$ cat config.mk
export PLATFORM = sky130hd
export DESIGN_NAME = bp_update_scheduler
export DESIGN_NICKNAME = d
export VERILOG_FILES = /design/src/rtl/bp_update_scheduler_pkg.sv /design/src/rtl/bp_update_fifo.sv /design/src/rtl/bp_update_scheduler.sv
export SDC_FILE = /design/constraint.sdc
export NUM_CORES = 1
export LEC_CHECK = 0
export ABC_CLOCK_PERIOD_IN_PS = 10200
export BUFFER_PORTS_ARGS = -buffer_cell sky130_fd_sc_hd__buf_2
export CORE_ASPECT_RATIO = 0.5
export CORE_MARGIN = 10
export CORE_UTILIZATION = 45
export DETAILED_ROUTE_END_ITERATION = 12
export SYNTH_ARGS = -nofsm -noshare
export SYNTH_HDL_FRONTEND = slang
export SYNTH_SLANG_ARGS = --single-unit
$ cat constraint.sdc
create_clock -name clk -period 10.2 [get_ports clk]
set_input_delay 0 -clock clk [delete_from_list [all_inputs] [get_ports clk]]
set_output_delay 0 -clock clk [all_outputs]
set_load 0.02 [all_outputs]
$ cat src/rtl/bp_update_scheduler_pkg.sv
// ---------------------------------------------------------------------------
// bp_update_scheduler_pkg
// Shared types for the branch-predictor update scheduler.
//   NO_ENTRY_ID : all-ones predictor entry ID meaning "no entry" (slice to
//                 the ID width in use).
//   bp_entry_t  : one pending predictor update (branch PC, target, jump flag).
// ---------------------------------------------------------------------------
package bp_update_scheduler_pkg;

    localparam logic [31:0] NO_ENTRY_ID = 32'hFFFF_FFFF;

    typedef struct packed {
        logic [31:0] addr;
        logic [31:0] dest;
        logic        is_jump;
    } bp_entry_t;

endpackage

$ cat src/rtl/bp_update_fifo.sv
// ---------------------------------------------------------------------------
// bp_update_fifo
// Pending-update storage: up to two writes and one read per cycle.
//   clk, rst      : clock, asynchronous active-low reset
//   clr           : synchronous clear of pointers and count
//   wr_cnt        : number of entries written this cycle (0..2)
//   wr_d0, wr_d1  : entries to write; wr_d0 goes in first
//   rd_en         : pop the head (only when count != 0)
//   rd_data       : current head entry
//   count         : occupancy, log2(DEPTH)+1 bits
//   slot_valid    : per-slot occupied flag (physical slot order)
//   slot_addr     : per-slot branch address, flattened 32 bits per slot
// ---------------------------------------------------------------------------
module bp_update_fifo
    import bp_update_scheduler_pkg::*;
#(
    parameter int DEPTH = 4
) (
    input  logic                  clk,
    input  logic                  rst,
    input  logic                  clr,
    input  logic [1:0]            wr_cnt,
    input  bp_entry_t             wr_d0,
    input  bp_entry_t             wr_d1,
    input  logic                  rd_en,
    output bp_entry_t             rd_data,
    output logic [$clog2(DEPTH):0] count,
    output logic [DEPTH-1:0]      slot_valid,
    output logic [DEPTH*32-1:0]   slot_addr
);
    localparam int AW = $clog2(DEPTH);

    bp_entry_t      mem [DEPTH];
    logic [AW-1:0]  rd_ptr;
    logic [AW-1:0]  wr_ptr;
    logic [AW-1:0]  wr_ptr_p1;
    logic [AW-1:0]  slot_off;

    assign wr_ptr_p1 = wr_ptr + AW'(1);
    assign rd_data   = mem[rd_ptr];

    // Pointers wrap naturally because DEPTH is a power of two.
    always_ff @(posedge clk or negedge rst) begin
        if (!rst) begin
            rd_ptr <= '0;
            wr_ptr <= '0;
            count  <= '0;
        end else if (clr) begin
            rd_ptr <= '0;
            wr_ptr <= '0;
            count  <= '0;
        end else begin
            wr_ptr <= wr_ptr + AW'(wr_cnt);
            rd_ptr <= rd_ptr + AW'(rd_en);
            count  <= count + (AW+1)'(wr_cnt) - (AW+1)'(rd_en);
        end
    end

    always_ff @(posedge clk) begin
        if (wr_cnt != 2'd0) mem[wr_ptr]    <= wr_d0;
        if (wr_cnt == 2'd2) mem[wr_ptr_p1] <= wr_d1;
    end

    // A slot is occupied when its distance from the read pointer is below count.
    always_comb begin
        slot_valid = '0;
        slot_off   = '0;
        for (int i = 0; i < DEPTH; i++) begin
            slot_off      = AW'(i) - rd_ptr;
            slot_valid[i] = ({1'b0, slot_off} < count);
        end
    end

    for (genvar g = 0; g < DEPTH; g++) begin : g_slot
        assign slot_addr[g*32 +: 32] = mem[g].addr;
    end

endmodule

$ cat src/rtl/bp_update_scheduler.sv
// ---------------------------------------------------------------------------
// bp_update_scheduler
// Collects taken-branch reports from two branch units, removes duplicates,
// queues them and issues one predictor update per cycle.
//   clk, rst              : clock, asynchronous active-low reset
//   IN_valid[1:0]         : per-port report valid, port 0 is older
//   IN_branchID           : per-port predictor ID, port 0 in the low bits
//   IN_branchAddr/Dest    : per-port branch PC / target, port 0 in [31:0]
//   IN_branchTaken/IsJump : per-port outcome and jump flag
//   IN_flush              : discard all pending updates and this cycle's reports
//   OUT_stall             : branch units must not report next cycle
//   OUT_branch*           : registered single update port to the predictor
//   OUT_dropCount         : saturating count of discarded duplicates
// Valid/ready note: there is no ready on either side. Upstream obeys the
// registered OUT_stall; downstream accepts every OUT_branchValid cycle.
// ---------------------------------------------------------------------------
module bp_update_scheduler
    import bp_update_scheduler_pkg::*;
#(
    parameter int ID_BITS = 6,
    parameter int DEPTH   = 4
) (
    input  logic                 clk,
    input  logic                 rst,
    input  logic [1:0]           IN_valid,
    input  logic [2*ID_BITS-1:0] IN_branchID,
    input  logic [63:0]          IN_branchAddr,
    input  logic [63:0]          IN_branchDest,
    input  logic [1:0]           IN_branchTaken,
    input  logic [1:0]           IN_branchIsJump,
    input  logic                 IN_flush,
    output logic                 OUT_stall,
    output logic                 OUT_branchValid,
    output logic [ID_BITS-1:0]   OUT_branchID,
    output logic [31:0]          OUT_branchAddr,
    output logic [31:0]          OUT_branchDest,
    output logic                 OUT_branchTaken,
    output logic                 OUT_branchIsJump,
    output logic [7:0]           OUT_dropCount
);
    localparam int AW = $clog2(DEPTH);
    localparam logic [ID_BITS-1:0] NO_ID = NO_ENTRY_ID[ID_BITS-1:0];

    bp_entry_t        ent0, ent1, q_head, wr_d0, wr_d1, load_ent;
    logic [AW:0]      q_count, count_next;
    logic [DEPTH-1:0] q_slot_valid;
    logic [DEPTH*32-1:0] q_slot_addr;
    logic [1:0]       elig, match, dup, acc, wr_cnt;
    logic             blocked, bypass, deq, load_en;
    logic [8:0]       drop_sum;

    assign ent0 = '{addr: IN_branchAddr[31:0],  dest: IN_branchDest[31:0],  is_jump: IN_branchIsJump[0]};
    assign ent1 = '{addr: IN_branchAddr[63:32], dest: IN_branchDest[63:32], is_jump: IN_branchIsJump[1]};
    assign OUT_branchID = NO_ID;

    always_comb begin
        elig[0] = IN_valid[0] & IN_branchTaken[0] & (IN_branchID[ID_BITS-1:0] == NO_ID);
        elig[1] = IN_valid[1] & IN_branchTaken[1] & (IN_branchID[2*ID_BITS-1:ID_BITS] == NO_ID);

        // Duplicate = same PC already waiting in the queue; port 1 also
        // collides with an eligible port-0 report of the same cycle.
        match = '0;
        for (int i = 0; i < DEPTH; i++) begin
            if (q_slot_valid[i] && q_slot_addr[i*32 +: 32] == ent0.addr) match[0] = 1'b1;
            if (q_slot_valid[i] && q_slot_addr[i*32 +: 32] == ent1.addr) match[1] = 1'b1;
        end
        if (elig[0] && ent1.addr == ent0.addr) match[1] = 1'b1;

        // Full queue is an upstream protocol error: drop silently, no counting.
        blocked = IN_flush | (q_count == (AW+1)'(DEPTH));
        dup     = blocked ? 2'b00 : (elig & match);
        acc     = blocked ? 2'b00 : (elig & ~match);
        if (&acc && q_count == (AW+1)'(DEPTH-1)) acc[1] = 1'b0;

        deq    = (q_count != '0);
        bypass = (q_count == '0) && (|acc);

        // With an empty queue the oldest accepted report skips storage and
        // goes straight to the output register; only the other one is queued.
        wr_cnt = 2'd0;
        wr_d0  = ent0;
        wr_d1  = ent1;
        if (bypass) begin
            if (&acc) begin
                wr_cnt = 2'd1;
                wr_d0  = ent1;
            end
        end else begin
            case (acc)
                2'b01:   wr_cnt = 2'd1;
                2'b10: begin
                    wr_cnt = 2'd1;
                    wr_d0  = ent1;
                end
                2'b11:   wr_cnt = 2'd2;
                default: wr_cnt = 2'd0;
            endcase
        end

        count_next = IN_flush ? '0 : (q_count + (AW+1)'(wr_cnt) - (AW+1)'(deq));
        drop_sum   = {1'b0, OUT_dropCount} + 9'(dup[0]) + 9'(dup[1]);

        load_en  = deq | bypass;
        load_ent = deq ? q_head : (acc[0] ? ent0 : ent1);
    end

    bp_update_fifo #(.DEPTH(DEPTH)) u_fifo (
        .clk        (clk),
        .rst        (rst),
        .clr        (IN_flush),
        .wr_cnt     (wr_cnt),
        .wr_d0      (wr_d0),
        .wr_d1      (wr_d1),
        .rd_en      (deq),
        .rd_data    (q_head),
        .count      (q_count),
        .slot_valid (q_slot_valid),
        .slot_addr  (q_slot_addr)
    );

    always_ff @(posedge clk or negedge rst) begin
        if (!rst) begin
            OUT_stall        <= 1'b0;
            OUT_dropCount    <= 8'd0;
            OUT_branchValid  <= 1'b0;
            OUT_branchAddr   <= '0;
            OUT_branchDest   <= '0;
            OUT_branchTaken  <= 1'b0;
            OUT_branchIsJump <= 1'b0;
        end else begin
            OUT_stall     <= (count_next > (AW+1)'(DEPTH-2));
            OUT_dropCount <= drop_sum[8] ? 8'hFF : drop_sum[7:0];
            if (IN_flush) begin
                OUT_branchValid <= 1'b0;
            end else if (load_en) begin
                OUT_branchValid  <= 1'b1;
                OUT_branchAddr   <= load_ent.addr;
                OUT_branchDest   <= load_ent.dest;
                OUT_branchTaken  <= 1'b1;
                OUT_branchIsJump <= load_ent.is_jump;
            end else begin
                OUT_branchValid <= 1'b0;
            end
        end
    end

endmodule

After elaboration in Yosys (flattened, before gate mapping)
Memory sizes are Yosys's and may differ from the RTL's.
Cells that the tools add are included.

storage, ports and cells
  register bits = 83
  bits in writable memories = 260
  input port bits = 149
  output and inout bits = 82
  logic and storage cells = 103
  memories = 1

cells by class
  $add $sub $neg = 11
  magnitude comparators = 5
  equality and inequality tests = 17
  multiplexer cells = 30
  bitwise logic cells = 10
  reductions and logical operators = 19

memory list
  name        depth  bits a word  read ports  clocked after Yosys merged registers in  write ports  line                  source
  u_fifo.mem  4      65           5           0                                        2            bp_update_fifo.sv:33  bp_entry_t mem [DEPTH];

operators with widths
  operator             count
  $mux 65              5
  $eq 32x32->1         9
  $mux 1               17
  $eq 6x6->1 const B   2
  $lt 2x3->1           4
  $logic_and 1x1->1    11
  $mux 2               5
  $add 8x1->9          1
  $add 9x1->9          1
  $mux 8               1
  $eq 2x2->1 const B   3
  $reduce_and 2->1     3
  $and 1x1->1          4
  $and 2x2->2          2
  $pmux 2 s2           1
  $reduce_or 2->1      2
  $sub 1x2->2 const A  2
  $sub 2x2->2 const A  2
  $add 3x2->3          1
  $eq 3x2->1 const B   1
  $eq 3x3->1 const B   1
  $gt 3x2->1 const B   1
  $logic_not 3->1      1
  $mux 3               1
  10 further kinds     11

Logic depth before layout (Yosys ltp)
  depth in word-level cells = 22
  depth in mapped cells = 25
  mapped depth without buffers = 20

Hierarchy
Synthesis repeated with hierarchy kept, for this count alone.

second synthesis, totals
  cells, all modules = 1930
  area, all modules = 23359.9 µm²

by module, submodules not included
  module               times used  cells each  area an instance (µm²)  sequential area each (µm²)
  bp_update_fifo       1           819         14014.7                 7982.7
  bp_update_scheduler  1           1111        9345.2                  1901.8

Least setup slack after synthesis
OpenSTA, ideal clock, no wires.

  kind = flip-flop to flip-flop
  start point = register u_fifo.rd_ptr[0]
  end point = memory u_fifo.mem[1][0] (netlist name), enable pin
  setup time = 0.568 ns
  arrival time = 7.972 ns
  required time = 9.632 ns
  setup slack = 1.660 ns
  cell stages (with the launch flop) = 18
  buffers on the path = 5
  period minus slack after synthesis = 8.540 ns
  path through = dfrtp_1 > buf_2 > buf_1 > xnor2_1 > inv_1 > ha_1 > a21oi_1 > nor2_1 > nor3_1 > or4_4 > buf_6 > clkbuf_1 > nor2_1 > a41oi_1 > ha_1 > clkbuf_1 > a211oi_1 > nor3_1

RTL lines
  what                    line                  source
  from (decl)             bp_update_fifo.sv:34  logic [AW-1:0] rd_ptr;
  from (signal assigned)  bp_update_fifo.sv:54  rd_ptr <= rd_ptr + AW'(rd_en);
  to (decl)               bp_update_fifo.sv:33

==> reports/qor.csv <==
metric,value,unit
ff_latch_area,0.00989,mm²
rr_worst_depth,17,
yosysWarnings,0,
multi_input_area,0.0114,mm²
clkSinkCount,343,
cts.repair.resized,0,
cts_tree,done,
power,4850,µW
synth_seq_cells,343,
critical_path_buf_inv_count,4,
synth-edff-count,260,
cpPeakStageDelay,0.87,ns
postCtsSetupBuffers,0,
final_max_slew_viol_count,0,
die_w,337,µm
numCtsBuffers,35,
synth_area_per_cell,13.0,µm²
ir_worst_vdd,0.151,mV
insertion_delay,0.55,ns
path_delay_family,buffers and inverters,
rsz0062_at_grt,false,
dr.pass1.iters,5,
tightest_slew,1.19,ns
rows,58,
place_hpwl,48200,µm
ys_types,53,
syn_area,0.0227,mm²
grt_max_degree,80,
portBuffers,224,
fin_skew,0.0184,ns
routed_via_density,5.71,
hold_buffers,175,
crit_fanout,67,
start_util,0.453,
die_area,0.0603,mm²
p_per_area,183,mW/mm²
crit_chain,buf_4 > inv_1 > ha_1 > a21oi_1 > o21ai_0 > nand3_1 > nor4_4 > or4_4 > nor2_1 > a41oi_1 > ha_1 > nand2b_1 > nor2_1 > a21oi_4 > buf_4 > mux2_2 > dlygate4sd3_1,
synthArstFlopShare,0.242,
synthFlopType,edfxtp_1,
ctsRootBufferMaster,clkbuf_16,
antenna_found_initial,1,
synthCells,1742,
antenna-diode-count,0,
leakagePower,0.0106,µW
cp.required,10.49,ns
grt_pass1_wl,105000,µm
grt.total_usage,0.230,
die_h,179,µm
worstPathArrival,7.92,ns
startpoint_type,register,
fillers,4259,
cpMaxStageDelayCell,buf_4,
clockBufferDepth,3,
clkTransAtPathRegs,0.06,ns
place.gp.congestion,1.01,
drc,0,
post-route-period-util,0.748,
drv_cap,0,
outcome,finished clean,
path_class,reg2reg,
max_freq,131,MHz
gr-total-overflow,0,
endpoint_kind,register,
drt-initial-drc-count,1551,
finalHoldViolations,0,
timing.slew.headroom,0.203,
fin_nets,2199,
fin_setup_tns,0,ns
routedWlPerCell,25.9,µm
wl,70500,µm
cp.depth,17,
num_vias,15554,
yosysSeqAreaShare,0.436,
drive_above_1_share,0.330,
grt_pass1_vias,16070,
fin_crit,7.63,ns
drtAntennaViolNets,0,
coreArea,0.0500,mm²
setup_viol,0,
min-delay-path-class,in2async,
htree_levels,2,
area_growth,17.1,%
ioPinCount,231,
==> final cells by class <==
cell class | count | area share
inverter | 74 | 0.0105
multi-input combinational | 1162 | 0.429
clock inverter | 18 | 0.00585
tap | 660 | 0.0311
timing repair buffer | 421 | 0.115
clock buffer | 46 | 0.0361
sequential | 343 | 0.373
==> cells in the final DEF (no fill, tap or decap), types with 34 or more instances in the layout <==
master,instances
edfxtp_1,260
buf_2,223
mux2_4,200
xor2_1,175
dlygate4sd3_1,175
xnor2_1,122
dfrtp_1,81
nor2_1,81
inv_1,73
nand3_1,72
o21ai_0,71
mux2i_1,67
mux4_2,65
mux2_2,61
nor4_1,48
nand4_1,44
clkbuf_16,36
a31o_1,34
==> cells in the mapped netlist (3+ instances only) <==
| library cell | n | area [µm²] |
|---|---|---|
| a31o_1 | 34 | 298 |
| mux2_4 | 200 | 3000 |
| edfxtp_1 | 260 | 7810 |
| a31o_2 | 31 | 272 |
| mux2_2 | 61 | 687 |
| mux4_2 | 65 | 1460 |
| nand2_1 | 9 | 33.8 |
| nor2_1 | 83 | 312 |
| nand2b_1 | 4 | 25.0 |
| buf_2 | 43 | 215 |
| xnor2_1 | 122 | 1070 |
| a21oi_2 | 4 | 35.0 |
| o21ai_0 | 71 | 355 |
| nand4_1 | 44 | 275 |
| nor3_1 | 9 | 45.0 |
| nor4_1 | 48 | 300 |
| a31oi_1 | 3 | 18.8 |
| buf_12 | 20 | 400 |
| a21oi_1 | 7 | 35.0 |
| xor2_1 | 175 | 1530 |
| nor2b_1 | 6 | 37.5 |
| inv_1 | 73 | 274 |
| buf_4 | 39 | 293 |
| clkbuf_1 | 51 | 191 |
| buf_1 | 7 | 26.3 |
| mux2i_1 | 67 | 671 |
| ha_1 | 11 | 138 |
| buf_6 | 8 | 90.1 |
| dfrtp_1 | 83 | 2080 |
| nand3_1 | 72 | 360 |
| and3_1 | 4 | 25.0 |
==> through the flow <==
| step | hold WS (ns) | util | area, µm² | setup slack, ns | std cells |
|---|---|---|---|---|---|
| floorplan | -0.296 | - | 22700 | 1.66 | 1747 |
| detailed placement | 0.0633 | 0.473 | 23700 | 3.20 | 2485 |
| global placement | 0.0548 | 0.473 | 23700 | 3.39 | 2485 |
| finish | 0.0188 | 0.531 | 26500 | 2.57 | 2724 |
| global route | 0.00333 | 0.531 | 26500 | 2.16 | 2724 |
| CTS | 0.000328 | 0.531 | 26500 | 2.65 | 2724 |
==> state kept, by name (all words and copies together) (netlist names) <==
signal            cells
OUT_branchIsJump      1
u_fifo.rd_ptr         2
OUT_branchValid       1
OUT_branchTaken       1
u_fifo.count          3
OUT_branchAddr       32
OUT_dropCount         8
u_fifo.wr_ptr         2
OUT_branchDest       32
OUT_stall             1
u_fifo.mem          260
==> logic make-up after synthesis <==
family	after synthesis	synth area share
and+or+nand+nor	290	0.0676
muxes	393	0.257
AOI/OAI and AO/OA	163	0.0505
buffers and inverters	242	0.0659
DFF	343	0.436
xor gates and xnor gates	297	0.115
other	1	0.000165
adders and majority gates	13	0.00784
==> report_power, final <==
part | internal, µW | switching (µW)
Clock | 719 | 581
Combinational | 808 | 943
Sequential | 1650 | 144
Total | 3180 | 1670
==> metal layers <==
layer / wire (µm) / vias to the layer above / GRT usage
li1: - / 6963 / -
met3: 4300 / 90 / 0.0364
met2: 33500 / 562 / 0.378
met4: 1310 / 2 / 0.0464
met5: 9 / - / 0
met1: 31400 / 7937 / 0.321
==> worst paths after layout <==
kind | startpoint | to | slack [ns]
max in group asynchronous | rst | u_fifo.rd_ptr[0]$_DFF_PN0_ | 9.08
worst min-delay path | rst | OUT_dropCount[6]$_DFF_PN0_ | 0.02
worst min register to register | OUT_branchTaken$_DFFE_PN0P_ | OUT_branchTaken$_DFFE_PN0P_ | 0.48
worst max register to register | u_fifo.rd_ptr[1]$_DFF_PN0_ | u_fifo.mem[3][2]$_DFFE_PP_ | 2.57
min in group clk | IN_branchAddr[45] | OUT_branchAddr[13]$_DFFE_PN0P_ | 0.02
worst max-delay path | u_fifo.rd_ptr[1]$_DFF_PN0_ | u_fifo.mem[3][2]$_DFFE_PP_ | 2.57
(Power assumes the default switching activity.)
